<file path="config.mk">
export PLATFORM = sky130hd
export DESIGN_NAME = key_event_fifo
export DESIGN_NICKNAME = d
export VERILOG_FILES = /design/src/rtl/key_event_fifo.sv
export SDC_FILE = /design/constraint.sdc
export NUM_CORES = 1
export LEC_CHECK = 0
export BUFFER_PORTS_ARGS = -buffer_cell sky130_fd_sc_hd__buf_2
export CORE_MARGIN = 2
export CORE_UTILIZATION = 35
export CTS_CLUSTER_SIZE = 14
export DETAILED_ROUTE_END_ITERATION = 16
export PLACE_DENSITY = 0.58
export SYNTH_ARGS = -nofsm -noshare
export SYNTH_HDL_FRONTEND = slang
export SYNTH_SLANG_ARGS = --single-unit
</file>
<file path="constraint.sdc">
create_clock -name clk -period 4.92 [get_ports clk]
set_input_delay 0.492 -clock clk [delete_from_list [all_inputs] [get_ports clk]]
set_output_delay 0.492 -clock clk [all_outputs]
set_load 0.03 [all_outputs]
</file>
<file path="src/rtl/key_event_fifo.sv">
`default_nettype none
// ============================================================================
//  Module   : key_event_fifo
//  Purpose  : On each keypad strobe, priority-encodes the 20-bit key vector
//             (highest set index wins) into a 5-bit code and queues it in a
//             small FIFO. Consumers drain codes over a valid/ready handshake.
//             A dropped push sets a sticky overflow flag. With KEY_REPEAT_EN
//             defined, a hold-to-repeat FSM re-injects the held key code.
//  Ports    : clk, rst         clock, synchronous active-high reset
//             keys[19:0]       key level vector
//             strobe           1-cycle new-press pulse
//             code_ready       consumer accepts code_out this cycle
//             clr_ovf          clears overflow
//             code_out[4:0]    head-of-FIFO code (0 when empty)
//             code_valid       FIFO not empty
//             count            entries held, 0..DEPTH
//             full             count == DEPTH
//             overflow         sticky: a push was dropped
//  Config   : KEY_REPEAT_EN    define to build the hold-to-repeat FSM
//  Revision : 1.0  initial release
// ============================================================================
module key_event_fifo #(
   parameter int DEPTH        = 4,
   parameter int REPEAT_START = 4000000,
   parameter int REPEAT_CYC   = 1000000
) (
   input  logic                     clk,
   input  logic                     rst,
   input  logic [19:0]              keys,
   input  logic                     strobe,
   input  logic                     code_ready,
   input  logic                     clr_ovf,
   output logic [4:0]               code_out,
   output logic                     code_valid,
   output logic [$clog2(DEPTH):0]   count,
   output logic                     full,
   output logic                     overflow
);

   localparam int PTR_W   = $clog2(DEPTH);
   localparam int COUNT_W = PTR_W + 1;
   localparam logic [COUNT_W-1:0] C_DEPTH     = COUNT_W'(DEPTH);
   localparam logic [COUNT_W-1:0] C_COUNT_ONE = COUNT_W'(1);
   localparam logic [PTR_W-1:0]   C_PTR_ONE   = PTR_W'(1);

   logic [4:0]         r_mem [DEPTH];
   logic [PTR_W-1:0]   r_rd_ptr;
   logic [PTR_W-1:0]   r_wr_ptr;
   logic [COUNT_W-1:0] r_count;
   logic               r_overflow;

   logic [4:0]         w_code;
   logic               w_any_key;
   logic               w_strobe_ok;
   logic               w_repeat_push;
   logic [4:0]         w_push_code;
   logic               w_push_req;
   logic               w_push;
   logic               w_pop;
   logic               w_full;

   // Priority encoder: later (higher) indices overwrite earlier ones.
   always_comb begin
      w_code = 5'd0;
      for (int i = 0; i < 20; i++) begin
         if (keys[i]) w_code = 5'(i);
      end
   end

   assign w_any_key   = |keys;
   assign w_strobe_ok = strobe & w_any_key;

`ifdef KEY_REPEAT_EN
   localparam int CNT_MAX = (REPEAT_START > REPEAT_CYC) ? REPEAT_START : REPEAT_CYC;
   localparam int CNT_W   = (CNT_MAX < 2) ? 1 : $clog2(CNT_MAX);
   localparam logic [CNT_W-1:0] C_START_LOAD = CNT_W'(REPEAT_START - 1);
   localparam logic [CNT_W-1:0] C_CYC_LOAD   = CNT_W'(REPEAT_CYC - 1);
   localparam logic [CNT_W-1:0] C_CNT_ONE    = CNT_W'(1);

   typedef enum logic [1:0] {
      S_IDLE   = 2'd0,
      S_HOLD   = 2'd1,
      S_REPEAT = 2'd2
   } state_t;

   state_t           r_state, w_state_next;
   logic [4:0]       r_held, w_held_next;
   logic [CNT_W-1:0] r_cnt, w_cnt_next;

   always_ff @(posedge clk) begin
      if (rst) begin
         r_state <= S_IDLE;
         r_held  <= 5'd0;
         r_cnt   <= '0;
      end else begin
         r_state <= w_state_next;
         r_held  <= w_held_next;
         r_cnt   <= w_cnt_next;
      end
   end

   // A fresh strobe always restarts the hold timer, even mid-repeat, and
   // suppresses any repeat push in that cycle.
   always_comb begin
      w_state_next  = r_state;
      w_held_next   = r_held;
      w_cnt_next    = r_cnt;
      w_repeat_push = 1'b0;
      case (r_state)
         S_IDLE: begin
            if (w_strobe_ok) begin
               w_state_next = S_HOLD;
               w_held_next  = w_code;
               w_cnt_next   = C_START_LOAD;
            end
         end
         S_HOLD, S_REPEAT: begin
            if (w_strobe_ok) begin
               w_state_next = S_HOLD;
               w_held_next  = w_code;
               w_cnt_next   = C_START_LOAD;
            end else if (!w_any_key || (w_code != r_held)) begin
               w_state_next = S_IDLE;
            end else if (r_cnt == '0) begin
               w_repeat_push = 1'b1;
               w_cnt_next    = C_CYC_LOAD;
               w_state_next  = S_REPEAT;
            end else begin
               w_cnt_next = r_cnt - C_CNT_ONE;
            end
         end
         default: w_state_next = S_IDLE;
      endcase
   end

   assign w_push_code = w_repeat_push ? r_held : w_code;
`else
   logic w_unused_cfg;
   assign w_unused_cfg  = (REPEAT_START > 0) ^ (REPEAT_CYC > 0);
   assign w_repeat_push = 1'b0;
   assign w_push_code   = w_code;
`endif

   assign w_full     = (r_count == C_DEPTH);
   assign code_valid = (r_count != '0);
   assign w_pop      = code_valid & code_ready;
   assign w_push_req = w_strobe_ok | w_repeat_push;
   // A simultaneous pop frees a slot, so a push into a full FIFO is legal then.
   assign w_push     = w_push_req & (~w_full | w_pop);

   always_ff @(posedge clk) begin
      if (rst) begin
         r_rd_ptr   <= '0;
         r_wr_ptr   <= '0;
         r_count    <= '0;
         r_overflow <= 1'b0;
      end else begin
         if (w_push) r_wr_ptr <= r_wr_ptr + C_PTR_ONE;
         if (w_pop)  r_rd_ptr <= r_rd_ptr + C_PTR_ONE;
         case ({w_push, w_pop})
            2'b10:   r_count <= r_count + C_COUNT_ONE;
            2'b01:   r_count <= r_count - C_COUNT_ONE;
            default: r_count <= r_count;
         endcase
         // Set has priority over clear.
         if (w_push_req && !w_push) r_overflow <= 1'b1;
         else if (clr_ovf)          r_overflow <= 1'b0;
      end
   end

   // Storage is deliberately not reset; only pointers and flags are.
   always_ff @(posedge clk) begin
      if (w_push) r_mem[r_wr_ptr] <= w_push_code;
   end

   assign code_out = code_valid ? r_mem[r_rd_ptr] : 5'd0;
   assign count    = r_count;
   assign full     = w_full;
   assign overflow = r_overflow;

endmodule
`default_nettype wire

</file>
==> flow_summary.ini, run 1 <==
[run_status]
status = completed

[setup_path]
arrival_ns = 2.56
endpoint_kind = register
cp-start-kind = primary input
cp_max_fo = 8
crit_type = primary input to register
crit_chain = buf_2 -> nor4_4 -> nand2_2 -> o31ai_4 -> nand2_1 -> fa_1 -> or3_1 -> nand3_1 -> a21oi_1
critPathRequiredTime_ns = 5.08
critical_path.slowest_cell = fa_1
crit_family = simple AND/OR/NAND/NOR gates
crit_buf_inv = 1
max_stage_delay_ns = 0.44

[timing]
skew_ns = 0.00256
whs_ns = 0.469
finalMaxSlewViolations = 0
max_freq_ghz = 0.417
fin_ws_ns = 2.52
hold_viol = 0
rsz0062_at_grt = false
fin_crit_ns = 2.40
tns_ns = 0
setup_viol = 0
worst_pin_slew_ns = 0.379
period_share_pct = 48.8
slew_headroom_pct = 74.7

[worst_hold_path]
hold_path_class = register to register

[clock_network]
root_buffer = clkbuf_8
cts_num_sinks = 30
postCtsHoldBufs = 0
cts_inserted_buffers = 5
clk_path_buf_depth = 2
postCtsSetupRepairBufs = 0
clkLatencyLatePin_ns = 0.27
clkSlewWorstSetupHoldPaths_ns = 0.06
htreeDepth = 2
cts-resized-gates = 0
cts_tree = built

[route]
vias = 1086
wl_per_cell_um = 12.6
wirelength_um = 2760
drc = 0
firstDrtPassIters = 5
drtIter0Drc = 43
drtAntennaViolNets = 0
via_per_inst = 4.96

[layout]
antenna_cells = 0
final_cells = 219
drive_gt1_share_pct = 29.6
area_delta_synth_final_pct = 20.4
final_nets = 198

[placement]
dp_hpwl_um = 2190
io_buffers = 35
dp_cells = 211
place_congestion = 0.762
place_ws_ns = 2.25

[power_and_ir_drop]
leakage_nw = 0.696
p_per_area_nw_per_um2 = 441
p_total_mw = 0.799
ir_worst_vdd_mv = 0.107

[logic_synthesis]
synth-seq-cells = 30
ys_types = 31
yosys_warnings = 0
synth_fa_ha_area_share_pct = 4.66
synth-simple-area-share_pct = 19.3
netlist_area_um2 = 1510
async_reset_ff_share_pct = 0
yosysSeqAreaShare_pct = 53.2
synthTopCellsByArea = edfxtp_1, dfxtp_1, mux4_2
synth_nets = 159
synthMuxAreaShare_pct = 8.81
ys_top_cells_by_count = nor2_1, edfxtp_1, and2_1, dfxtp_1, inv_1
synth_top_cell_area_share_pct = 39.9
synth-xor-area-share_pct = 2.33
synth_most_common_cell = nor2_1
synth_top_family_by_area = simple AND/OR/NAND/NOR gates
postSynthAreaPerCell_um2 = 11.7
synth_top_cell_by_area = edfxtp_1
synth-edff-count = 20
syn_inst = 129
ys.flop_type = edfxtp_1
synth_compound_area_share_pct = 8.98

[floorplanning]
floorplan.initialDensity_pct = 37.1
core_um2 = 4060
io_pins = 36
die_h_um = 69.6
die_width_um = 69.6
num_rows = 23
die-area_um2 = 4840

[global_routing]
track_usage_pct = 12.3
grt_start_max_net_pins = 10
gr-total-overflow = 0
antenna_found_initial = 0
grt_pass1_wl_um = 4600
grt_pass1_vias = 1034

[run]
max-cap-violations = 0
## power breakdown
part | total [mW] | switching [mW] | leakage [nW] | internal (mW)
clock network | 0.178 | 0.0811 | 0.0426 | 0.0968
registers | 0.330 | 0.0287 | 0.259 | 0.301
logic | 0.291 | 0.177 | 0.394 | 0.114
total | 0.799 | 0.287 | 0.696 | 0.512
## state kept, by name, summed over array words and instances (netlist names), named ones only
| signal | count |
|---|---|
| r_mem | 20 |
| count | 3 |
| r_rd_ptr | 2 |
| r_wr_ptr | 2 |
| overflow | 1 |
## worst paths after layout
kind | start | endpoint | slack (ns) | cells after the start
worst max register to register | count[2] | count[2] | 2.79 | 7
worst min register to register | overflow | overflow | 0.47 | 2
worst min-delay path | overflow | overflow | 0.47 | 2
worst max-delay path | keys[11] | count[2] | 2.52 | 9
## stage by stage
stage	utilization, %	instance area [um2]
2_1_floorplan	-	1510
3_3_place_gp	42.7	1730
3_5_place_dp	42.7	1730
4_1_cts	44.7	1810
5_1_grt	44.7	1810
6_report	44.7	1810
## layout make-up
type	count	area, um2
Clock buffer	6	72.6
Timing Repair Buffer	35	175
Sequential cell	30	801
Tap cell	50	62.6
Multi-Input combinational cell	88	663
Clock inverter	2	8.76
Fill cell	377	2240
Inverter	8	30.0
## worst reg2reg max path: stages (launching register included)
cell and delay [ns]:
dfxtp_1 0.41, or3_1 0.29, and2_1 0.25, nand2_1 0.09, fa_1 0.44, or3_1 0.37
nand3_1 0.09, a21oi_1 0.06
## cells by family after synthesis
| kind of cell | count (synthesis) |
|---|---|
| multiplexers | 7 |
| AO/OA/AOI/OAI | 19 |
| AND/OR/NAND/NOR | 53 |
| adder cells (fa/ha/maj) | 5 |
| flip-flops | 30 |
| XOR/XNOR | 4 |
| buffers and inverters | 11 |
## per-layer routing
metal	wire length (um)	vias up	GRT usage (%)
met5	0	-	0
met4	69	0	7.19
met3	150	7	2.62
met2	1380	39	20.9
met1	1160	503	14.3
li1	-	537	-
## cell usage in the layout (no fill, tap or decap), types with 4 or more instances in the layout
cell type and instances:
a21oi_1 7, and2_1 11, buf_2 35, clkbuf_8 5, dfxtp_1 10, edfxtp_1 20
ha_1 4, inv_1 8, mux4_2 5, nand2_1 5, nor2_1 21
No activity file was read; power rests on OpenSTA's default activity.
==> run 2, diff against run 1 <==
==> constraint.sdc (replaced) <==
create_clock -name clk -period 2.4 [get_ports clk]
set_input_delay 0.24 -clock clk [delete_from_list [all_inputs] [get_ports clk]]
set_output_delay 0.24 -clock clk [all_outputs]
set_load 0.03 [all_outputs]
==> flow_summary.ini, run 2 (same netlist as run 1, synthesis figures left out) <==
[setup_path]
crit_chain = buf_2 -> nor4_4 -> nand2_2 -> o31ai_4 -> nand2_1 -> fa_1 -> or3_1 -> nand3_1 -> a21oi_1
crit_type = primary input to register
cp-start-kind = primary input
max_stage_delay_ns = 0.42
crit_buf_inv = 1
cp_max_fo = 4
arrival_ns = 2.13
endpoint_kind = register
crit_family = simple AND/OR/NAND/NOR gates
critical_path.slowest_cell = fa_1
critPathRequiredTime_ns = 2.57

[clock_network]
clk_path_buf_depth = 2
cts_num_sinks = 30
cts-resized-gates = 0
root_buffer = clkbuf_8
htreeDepth = 2
postCtsSetupRepairBufs = 0
postCtsHoldBufs = 0
clkLatencyLatePin_ns = 0.28
cts_tree = built
clkSlewWorstSetupHoldPaths_ns = 0.06
cts_inserted_buffers = 5

[layout]
top_register = r_mem
final_nets = 200
fin_util_pct = 45.1
final_cells = 221
final_area_um2 = 1830
antenna_cells = 0
fill_cells = 391
layout_commonest_cell = buf_2
final_cell_mix = buf_2, nor2_1, edfxtp_1
drive_gt1_share_pct = 30.4
area_delta_synth_final_pct = 21.4
largest_register_ffs = 20

[route]
drtAntennaViolNets = 0
vias = 1103
drtIter0Drc = 29
wl_per_cell_um = 13.2
drc = 0
firstDrtPassIters = 6
wirelength_um = 2930
via_per_inst = 4.99

[placement]
dp_hpwl_um = 2290
place_ws_ns = 0.122
dp_cells = 213
placed_area_um2 = 1750
io_buffers = 35
place_congestion = 0.729

[timing]
finalMaxSlewViolations = 0
whs_ns = 0.223
worst_pin_slew_ns = 0.373
max_freq_ghz = 0.510
skew_ns = 0.00587
tns_ns = 0
rsz0062_at_grt = false
fin_crit_ns = 1.96
period_share_pct = 81.6
slew_headroom_pct = 75.0
hold_viol = 0
fin_ws_ns = 0.441
setup_viol = 0

[floorplanning]
core_um2 = 4060
num_rows = 23
die-area_um2 = 4840
floorplan.initialDensity_pct = 37.1
die_width_um = 69.6
die_h_um = 69.6
io_pins = 36

[global_routing]
grt_pass1_vias = 1119
track_usage_pct = 13.5
grt_pass1_wl_um = 5040
antenna_found_initial = 0
grt_start_max_net_pins = 10
gr-total-overflow = 0

[power_and_ir_drop]
ir_worst_vdd_mv = 0.262
p_total_mw = 1.67
leakage_nw = 0.706
p_per_area_nw_per_um2 = 911

[run_status]
status = completed

[worst_hold_path]
hold_path_class = primary input to register

[run]
max-cap-violations = 0
-- run 2: cell count changes in the layout (fill, tap and decap cells not counted) --
cell,previous run,this run
buf_4,0,2
-- run 2: final cells by class --
type | count | area, um2 | share of cell area (%)
multi-input cells | 88 | 663 | 36.3
repair buffers | 37 | 190 | 10.4
well taps | 50 | 62.6 | 3.42
clock buffers | 6 | 72.6 | 3.97
inverters | 8 | 30.0 | 1.64
flip-flops and latches | 30 | 801 | 43.8
clock inverters | 2 | 8.76 | 0.479
-- run 2: report_power, final --
| part | total [mW] | internal (mW) | switching, mW |
|---|---|---|---|
| Combinational | 0.612 | 0.248 | 0.364 |
| Clock | 0.377 | 0.199 | 0.178 |
| Sequential | 0.677 | 0.617 | 0.0597 |
| Total | 1.67 | 1.06 | 0.601 |
-- run 2: tightest hold or removal path, stage by stage --
cell,delay (ns)
buf_2,0.07
nand2b_1,0.08
a21oi_1,0.06
-- run 2: final timing paths --
kind            start  slack, ns        to  cells past startpoint
min           clr_ovf       0.22  overflow                      3
max reg2reg  count[2]       0.49  count[2]                      7
max          keys[11]       0.44  count[2]                      9
min reg2reg  overflow       0.47  overflow                      2
-- run 2: layer usage --
| layer | routed length (um) | share of wire, % | global-route usage (%) | vias up |
|---|---|---|---|---|
| li1 | - | - | - | 543 |
| met1 | 1220 | 42 | 15.1 | 519 |
| met2 | 1500 | 51 | 23.2 | 35 |
| met3 | 141 | 4.8 | 3.92 | 6 |
| met4 | 58 | 2.0 | 7.19 | 0 |
| met5 | 0 | 0 | 0 | - |
